$ cat config.mk
export PLATFORM = sky130hd
export DESIGN_NAME = fixed_to_binary16
export DESIGN_NICKNAME = d
export VERILOG_FILES = /design/src/rtl/fixed_to_binary16.sv
export SDC_FILE = /design/constraint.sdc
export NUM_CORES = 1
export LEC_CHECK = 0
export ABC_AREA = 1
export BUFFER_PORTS_ARGS = -buffer_cell sky130_fd_sc_hd__buf_2
export CAP_MARGIN = 30
export CORE_ASPECT_RATIO = 0.9
export CORE_MARGIN = 5
export CORE_UTILIZATION = 53
export DETAILED_ROUTE_END_ITERATION = 16
export PLACE_DENSITY = 0.76
export SYNTH_ARGS = -nofsm -noshare
export SYNTH_HDL_FRONTEND = slang
export SYNTH_SLANG_ARGS = --single-unit
export TNS_END_PERCENT = 20
$ cat constraint.sdc
create_clock -name clk_in -period 2.4 [get_ports clk_in]
set_clock_uncertainty 0.2 [all_clocks]
set_input_delay 0.48 -clock clk_in [delete_from_list [all_inputs] [get_ports clk_in]]
set_output_delay 0.48 -clock clk_in [all_outputs]
set_load 0.01 [all_outputs]
$ cat src/rtl/fixed_to_binary16.sv
// Iterative signed Q(15-FRAC_BITS).FRAC_BITS to IEEE-754 binary16 converter with valid/ready on both sides.
// Rounding: define BINARY16_ROUND_NEAREST_EN for round-to-nearest-even, otherwise truncate toward zero.
module fixed_to_binary16 #(
  parameter int FRAC_BITS = 8
) (
  input  logic        clk_in,
  input  logic        rst,
  input  logic [15:0] fixed_in,
  input  logic        in_valid,
  output logic        in_ready,
  output logic [15:0] result,
  output logic        out_valid,
  input  logic        out_ready
);

  if (FRAC_BITS < 0 || FRAC_BITS > 14) begin : g_bad_frac_bits
    $error("fixed_to_binary16: FRAC_BITS must lie in 0..14");
  end

  typedef enum logic [1:0] {IDLE, NORM, ROUND, DONE} state_t;

  // Biased exponent of a value whose MSB sits at bit 15 of mag.
  localparam logic [5:0] EXP_INIT = 6'(30 - FRAC_BITS);

  state_t      state_q, state_d;
  logic        sign_q, sign_d;
  logic [15:0] mag_q, mag_d;
  logic [5:0]  exp_q, exp_d;
  logic [15:0] result_q, result_d;
  logic        out_valid_q, out_valid_d;

  logic [9:0]  mant;
  logic        round_inc;
  logic [10:0] mant_sum;
  logic [4:0]  exp_fin;

  assign mant = mag_q[14:5];

`ifdef BINARY16_ROUND_NEAREST_EN
  logic guard, sticky;
  assign guard     = mag_q[4];
  assign sticky    = |mag_q[3:0];
  assign round_inc = guard & (sticky | mant[0]);
`else
  logic unused_round_bits;
  assign unused_round_bits = ^mag_q[4:0];
  assign round_inc         = 1'b0;
`endif

  // A carry out of the mantissa leaves mant_sum[9:0] at zero and bumps the exponent.
  assign mant_sum = {1'b0, mant} + {10'd0, round_inc};
  assign exp_fin  = exp_q[4:0] + {4'd0, mant_sum[10]};

  always_comb begin
    state_d     = state_q;
    sign_d      = sign_q;
    mag_d       = mag_q;
    exp_d       = exp_q;
    result_d    = result_q;
    out_valid_d = out_valid_q;
    case (state_q)
      IDLE: begin
        if (in_valid) begin
          sign_d = fixed_in[15];
          mag_d  = fixed_in[15] ? (~fixed_in + 16'd1) : fixed_in;
          exp_d  = EXP_INIT;
          if (fixed_in == 16'h0000) begin
            result_d    = 16'h0000;
            out_valid_d = 1'b1;
            state_d     = DONE;
          end else begin
            state_d = NORM;
          end
        end
      end
      NORM: begin
        if (!mag_q[15]) begin
          mag_d = {mag_q[14:0], 1'b0};
          exp_d = exp_q - 6'd1;
        end else begin
          state_d = ROUND;
        end
      end
      ROUND: begin
        result_d    = {sign_q, exp_fin, mant_sum[9:0]};
        out_valid_d = 1'b1;
        state_d     = DONE;
      end
      DONE: begin
        if (out_ready) begin
          out_valid_d = 1'b0;
          state_d     = IDLE;
        end
      end
      default: state_d = IDLE;
    endcase
  end

  always_ff @(posedge clk_in) begin
    if (rst) begin
      state_q     <= IDLE;
      sign_q      <= 1'b0;
      mag_q       <= 16'h0000;
      exp_q       <= 6'd0;
      result_q    <= 16'h0000;
      out_valid_q <= 1'b0;
    end else begin
      state_q     <= state_d;
      sign_q      <= sign_d;
      mag_q       <= mag_d;
      exp_q       <= exp_d;
      result_q    <= result_d;
      out_valid_q <= out_valid_d;
    end
  end

  assign in_ready  = (state_q == IDLE) && !rst;
  assign result    = result_q;
  assign out_valid = out_valid_q;

endmodule

# Word-level counts from Yosys, hierarchy flattened
# Index checks and enable logic that the tools add are counted.
# classes
n_bitwise,1
n_eq_ne,8
mux,19
addsub,2
reduce_logical,13
# op_table
cell,n
$mux 16,5
$pmux 16 s2,2
$add 16x1->16 const B,1
$logic_not 16->1,1
$not 16->16,1
$mux 6,2
$pmux 6 s2,1
$ne 2x2->1 const B,5
$reduce_and 3->1,3
$mux 2,4
$pmux 2 s4,1
$sub 6x1->6 const B,1
$eq 2x2->1 const B,2
$reduce_and 2->1,2
$reduce_and 4->1,1
$reduce_bool 2->1,2
$mux 1,3
$pmux 1 s3,1
$reduce_bool 3->1,1
$eq 2x1->1 const B,1
$logic_not 2->1,1
$logic_and 1x1->1,1
$logic_not 1->1,1
# totals
register_bits,42
input_bits,20

# Longest topological paths before layout
# Gate-level depths: netlist of run 1.
# logic_depth
ltp_word,5
depth_mapped,11

# Least setup slack after synthesis of run 1
# OpenSTA, ideal clock, no wires.
# synth_timing
path_kind,in2reg
from,input fixed_in[1]
to,register result_q[10] (netlist: result[10])
arrival_ns,1.513
setup_time_ns,0.115
cell_stages,10
path_slack_ns,0.572
cell_sequence,inv_1 > ha_1 > nand3_1 > nor2_2 > nand3_1 > nand2_2 > buf_6 > nand3_1 > nand2_1 > nor2_1
# synth_between
elab_chain_len,3
# synth_rtl
item,line,rtl
"start, declared",8,"input logic [15:0] fixed_in,"
$logic_not 16->1,67,if (fixed_in == 16'h0000) begin
$ne 2x2->1 (no source line),--,
$reduce_and 3->1 (no source line),--,
"end signal, assigned",112,result_q <= result_d;
"end, declared",29,"logic [15:0] result_q, result_d;"
# Every way passes these cells.
# A chain may end at the register's enable or synchronous reset.

# Worst setup path after layout of run 1
# layout_timing
from,register state_q[0]
to,output in_ready
# layout_between
elab_chain_len,2
# layout_rtl
item,line,rtl
"start, declared",25,"state_t state_q, state_d;"
"start signal, assigned",108,state_q <= state_d;
$logic_not 2->1,117,assign in_ready = (state_q == IDLE) && !rst;
$logic_and 1x1->1,117,
"end, declared",10,"output logic in_ready,"
# Every way passes these cells.

==> results.sh, run 1 <==
export IMPL_outcome="finished clean"
export IMPL_cts_tree="built"
export IMPL_rrSetupSlack_ns=0.27
export IMPL_ctsLongestPathBuffers=2
export IMPL_crit_required_ns=1.72
export IMPL_first_global_vias=2197
export IMPL_synthFlopType="dfxtp_1"
export IMPL_grt_overflow=0
export IMPL_p_clk_share_pct=15.8
export IMPL_antenna_found_initial=0
export IMPL_worstHoldPathCells=3
export IMPL_powerDensity_nw_per_um2=1040
export IMPL_multi_input_area_um2=1340
export IMPL_cts_sinks=41
export IMPL_ctsHoldBuffers=0
export IMPL_finalSetupViolCount=0
export IMPL_syn_nets=402
export IMPL_hpwl_mm=4.47
export IMPL_rsz0062_at_grt="false"
export IMPL_reg2regPathDepth=8
export IMPL_numCtsBuffers=5
export IMPL_finalNetCount=439
export IMPL_drv_slew=0
export IMPL_async_flop_share_pct=0
export IMPL_syn2layout_area_growth_pct=13.1
export IMPL_peakVddDrop_mv=0.775
export IMPL_detail_route_iter0_violations=192
export IMPL_synthTopCellsByArea="dfxtp_1 (34%), nand2_1 (12%), nand3_1 (9.2%)"
export IMPL_synth_largest_area_cell="dfxtp_1"
export IMPL_drc=0
export IMPL_syn_avg_cell_area_um2=6.49
export IMPL_r2r_end="exp_q[4]$_SDFFE_PP0P_"
export IMPL_hp_start="fixed_in[0]"
export IMPL_final_layout_size_suffix_gt1_share_pct=17.2
export IMPL_drv_cap=0
export IMPL_drt_total_wl_mm=5.95
export IMPL_ctsHtreeMaxLevel=2
export IMPL_place_ws_ns=0.276
export IMPL_dr_pass1_iters=4
export IMPL_r2r_start="state_q[0]$_SDFFE_PP0P_"
export IMPL_clk_pin_slew_ns=0.07
export IMPL_ys_warn_count=0
export IMPL_crit_path_start_kind="flip-flop"
export IMPL_arrival_ns=1.49
export IMPL_switching_share_pct=44.5
export IMPL_port_buffers=37
export IMPL_p_comb_share_pct=48.1
export IMPL_synth_cell_types=31
export IMPL_cts_resized_gates=0
export IMPL_antenna_left=0
export IMPL_gp_congestion=0.886
export IMPL_postCtsSetupBuffers=0
export IMPL_fin_crit_sh_pct=90.4
export IMPL_power_frac_seq_pct=36.1
export IMPL_num_io_pins=38
export IMPL_dr_total_vias=2493
export IMPL_drt_wirelength_per_cell_um=12.6
export IMPL_p_leak_uw=0.00130
export IMPL_seq_area_um2=821
export IMPL_holdPathEnd="mag_q[0]$_SDFFE_PP0P_"
export IMPL_netlist_area_leader_share_pct=33.7
export IMPL_worstHoldPathType="in -> reg"
export IMPL_critPathKind="reg -> out"
export IMPL_max_slew_margin_pct=65.7
export IMPL_synth_cells=375
export IMPL_fp_coreArea_um2=4460
export IMPL_end_kind="output pin"
export IMPL_synth_edf_count=0
export IMPL_track_usage_pct=21.3
export IMPL_insertion_delay_ns=0.29
export IMPL_worstMarginPinSlew_ns=0.514
export IMPL_synth_common_cells="nand2_1 (81), nand3_1 (45), inv_1 (44)"
export IMPL_initial_core_util_pct=54.6
export IMPL_placed_area_um2=2670
export IMPL_worst_path_max_fanout=7
export IMPL_die_h_um=74.3
export IMPL_num_fill_cells=458
export IMPL_final_setup_worst_slack_ns=0.230
export IMPL_cts_root_buf="clkbuf_8"
export IMPL_fin_crit_ns=2.17
export IMPL_hold_violations=0
export IMPL_avgViaCountPerCell=5.26
export IMPL_synth_seq_area_share_pct=33.7
export IMPL_synth_seq_cells=41
export IMPL_dieWidth_um=81.4
export IMPL_insertedDiodeCount=0
export IMPL_synth_most_common_cell="nand2_1"
export IMPL_grt_pass1_wl_mm=9.99
export IMPL_power_internal_uw=1590
export IMPL_final_setup_tns_ns=0
export IMPL_postLayoutCellArea_um2=2750
export IMPL_rows=23
export IMPL_max_freq_ghz=0.461
export IMPL_grt_max_degree=20
export IMPL_die_area_um2=6050
export IMPL_p_sw_uw=1280
export IMPL_synth_area_um2=2430
==> metal layers <==
metal	GRT usage [%]	part of all wire, %	wire length (um)
met1	28.7	47	2810
met2	34.4	45	2710
met3	3.27	5.1	306
met4	7.88	2.3	134
met5	0	0	0
==> cells by family (layout without fill, tap and decap cells) <==
| group | after synthesis | in the layout | share of synthesized area (%) |
|---|---|---|---|
| flip-flops | 41 | 41 | 33.7 |
| adder cells (fa/ha/maj) | 7 | 7 | 3.60 |
| AND/OR/NAND/NOR | 186 | 186 | 34.2 |
| AO/OA/AOI/OAI | 77 | 77 | 17.3 |
| buffers and inverters | 64 | 101 | 11.3 |
==> cells in the final DEF, fill, tap and decap left out, types with 6 or more instances in the layout <==
cell and count:
o21ai_0 22, nand2_1 81, buf_2 37, ha_1 7, dfxtp_1 41, a21oi_1 39
nand3_1 45, buf_4 8, inv_1 44, nor2_2 6, nor2_1 39, clkbuf_8 6
==> final cells by class <==
cell class | count | share of cell area [%]
Inverter | 49 | 6.68
Multi-Input combinational cell | 270 | 48.7
Clock buffer | 7 | 3.13
Timing Repair Buffer | 45 | 8.91
Tap cell | 62 | 2.82
Sequential cell | 41 | 29.8
==> per-stage QoR <==
step	instances	total power [uW]	hold WS (ns)	util, %
CTS	474	2870	0.245	61.7
global placement	467	2380	0.256	59.8
floorplan	375	2060	0.239	-
detailed placement	467	2410	0.255	59.8
finish	474	2870	0.242	61.7
global route	474	3120	0.268	61.7
==> registers in the layout (all words and copies together), names as in the netlist <==
name / cells
exp_q: 5
mag_q: 16
out_valid: 1
result: 16
sign_q: 1
state_q: 2
==> how the worst max path moves through the flow <==
stage | startpoint | to | slack [ns] | depth (start not counted)
floorplan | fixed_in[1] | result[10]$_SDFFE_PP0P_ | 0.57 | 10
global placement | fixed_in[1] | result[13]$_SDFFE_PP0P_ | 0.31 | 11
detailed placement | fixed_in[1] | result[13]$_SDFFE_PP0P_ | 0.28 | 11
CTS | state_q[0]$_SDFFE_PP0P_ | in_ready | 0.22 | 5
global route | state_q[1]$_SDFFE_PP0P_ | in_ready | 0.12 | 5
finish | state_q[0]$_SDFFE_PP0P_ | in_ready | 0.23 | 5
==> worst max-delay path, cell delays in order (launching register included) <==
cell and delay [ns]:
dfxtp_1 0.33, inv_1 0.12, ha_1 0.35, inv_1 0.11, nor2_1 0.14, buf_2 0.15
==> power by group through the flow <==
stage | Sequential, uW | Clock (uW) | Combinational (uW)
CTS | 1030 | 461 | 1380
detailed placement | 1040 | 0 | 1370
floorplan | 1030 | 0 | 1040
global placement | 1040 | 0 | 1340
global route | 1060 | 488 | 1570
finish | 1040 | 454 | 1380
Power figures use the tool's default switching activity.
==> inputs of run 2 (changes only) <==
--- a/config.mk
+++ b/config.mk
@@ -13,6 +13,7 @@
 export CORE_UTILIZATION = 53
 export DETAILED_ROUTE_END_ITERATION = 16
 export PLACE_DENSITY = 0.76
+export SETUP_SLACK_MARGIN = 0.5
 export SYNTH_ARGS = -nofsm -noshare
 export SYNTH_HDL_FRONTEND = slang
 export SYNTH_SLANG_ARGS = --single-unit
==> results.sh, run 2 (synthesized netlist as in run 1, its figures left out) <==
export IMPL_crit_path_start_kind="flip-flop"
export IMPL_rsz0062_at_grt="true"
export IMPL_drv_cap=0
export IMPL_drv_slew=0
export IMPL_cts_tree="built"
export IMPL_num_io_pins=38
export IMPL_insertedDiodeCount=0
export IMPL_cts_root_buf="clkbuf_8"
export IMPL_max_freq_ghz=0.529
export IMPL_crit_chain="inv_4 -> ha_4 -> inv_2 -> nor2_2 -> buf_2"
export IMPL_drt_total_wl_mm=6.30
export IMPL_finalNetCount=447
export IMPL_finalSetupViolCount=0
export IMPL_insertion_delay_ns=0.29
export IMPL_worst_path_max_delay_cell="dfxtp_4"
export IMPL_ctsHoldBuffers=0
export IMPL_initial_core_util_pct=54.6
export IMPL_antenna_found_initial=0
export IMPL_mostFrequentLayoutCell="nand2_1"
export IMPL_final_setup_worst_slack_ns=0.509
export IMPL_place_ws_ns=0.276
export IMPL_ctsHtreeMaxLevel=2
export IMPL_arrival_ns=1.21
export IMPL_die_area_um2=6050
export IMPL_final_layout_size_suffix_gt1_share_pct=21.0
export IMPL_max_slew_margin_pct=74.6
export IMPL_hold_violations=0
export IMPL_holdWs_ns=0.242
export IMPL_drc=0
export IMPL_cts_sinks=41
export IMPL_first_global_vias=2205
export IMPL_syn2layout_area_growth_pct=17.9
export IMPL_gp_congestion=0.886
export IMPL_end_kind="output pin"
export IMPL_track_usage_pct=21.5
export IMPL_worstHoldPathType="in -> reg"
export IMPL_critPathMaxStageDelay_ns=0.37
export IMPL_detail_route_iter0_violations=196
export IMPL_port_buffers=37
export IMPL_worst_path_max_fanout=5
export IMPL_hpwl_mm=4.47
export IMPL_antenna_left=0
export IMPL_avgViaCountPerCell=5.32
export IMPL_numCtsBuffers=5
export IMPL_fp_coreArea_um2=4460
export IMPL_drt_wirelength_per_cell_um=13.1
export IMPL_num_fill_cells=437
export IMPL_fin_crit_ns=1.89
export IMPL_postLayoutCellArea_um2=2870
export IMPL_post_route_util_pct=64.3
export IMPL_most_common_layout_cells="nand2_1 (81), nand3_1 (45), inv_1 (41)"
export IMPL_dr_pass1_iters=7
export IMPL_grt_overflow=0
export IMPL_p_leak_uw=0.00134
export IMPL_grt_max_degree=20
export IMPL_worstMarginPinSlew_ns=0.376
export IMPL_peakVddDrop_mv=0.841
export IMPL_dr_total_vias=2562
export IMPL_die_h_um=74.3
export IMPL_ctsLongestPathBuffers=2
export IMPL_clk_pin_slew_ns=0.07
export IMPL_fin_crit_sh_pct=78.8
export IMPL_rows=23
export IMPL_dieWidth_um=81.4
export IMPL_final_setup_tns_ns=0
export IMPL_critPathKind="reg -> out"
export IMPL_powerDensity_nw_per_um2=1100
export IMPL_placed_area_um2=2670
export IMPL_outcome="finished clean"
export IMPL_crit_required_ns=1.72
export IMPL_grt_pass1_wl_mm=10.1
==> run 2: per-layer routing <==
| metal | global-route usage (%) | vias up | routed length (um) |
|---|---|---|---|
| met2 | 34.6 | 76 | 2950 |
| li1 | - | 1316 | - |
| met5 | 0 | - | 0 |
| met4 | 7.88 | 0 | 130 |
| met3 | 3.27 | 10 | 312 |
| met1 | 29.3 | 1160 | 2900 |
==> run 2: worst paths after layout <==
check                                from                       to  slack, ns  cells past startpoint
hold / removal                fixed_in[0]    mag_q[0]$_SDFFE_PP0P_       0.24                      3
hold reg to reg     mag_q[0]$_SDFFE_PP0P_    mag_q[0]$_SDFFE_PP0P_       0.26                      2
setup / recovery  state_q[0]$_SDFFE_PP0P_                 in_ready       0.51                      5
setup reg to reg  state_q[0]$_SDFFE_PP0P_  state_q[0]$_SDFFE_PP0P_       0.56                      7
==> run 2: worst max-delay path, delay by kind of cell, from the launching register on <==
kind,cells,cell delay (ns)
buffers and inverters,3,0.28
DFF,1,0.37
and+or+nand+nor,1,0.09
adders and majority gates,1,0.18
==> run 2: per-stage QoR <==
stage / power, uW / instances
floorplan: 2060 / 375
global placement: 2380 / 467
detailed placement: 2410 / 467
CTS: 2980 / 477
global route: 3400 / 482
finish: 3160 / 482
==> run 2: what timing repair did <==
action                                  CTS  global route
setup buffers                             3             5
endpoints found under the setup margin   35            32
gates cloned                              0             0
pin swaps                                 2             3
resized for setup                         7            11
==> run 2: layout make-up <==
type	instances	area [um2]	share of cell area, %
repair buffers	53	305	10.6
multi-input cells	270	1380	48.1
well taps	62	77.6	2.70
inverters	49	191	6.67
clock buffers	7	86.3	3.01
flip-flops and latches	41	828	28.9
==> run 2: where the power goes <==
group	switching [uW]	internal [uW]
Sequential	162	899
Combinational	1000	641
Clock	226	228
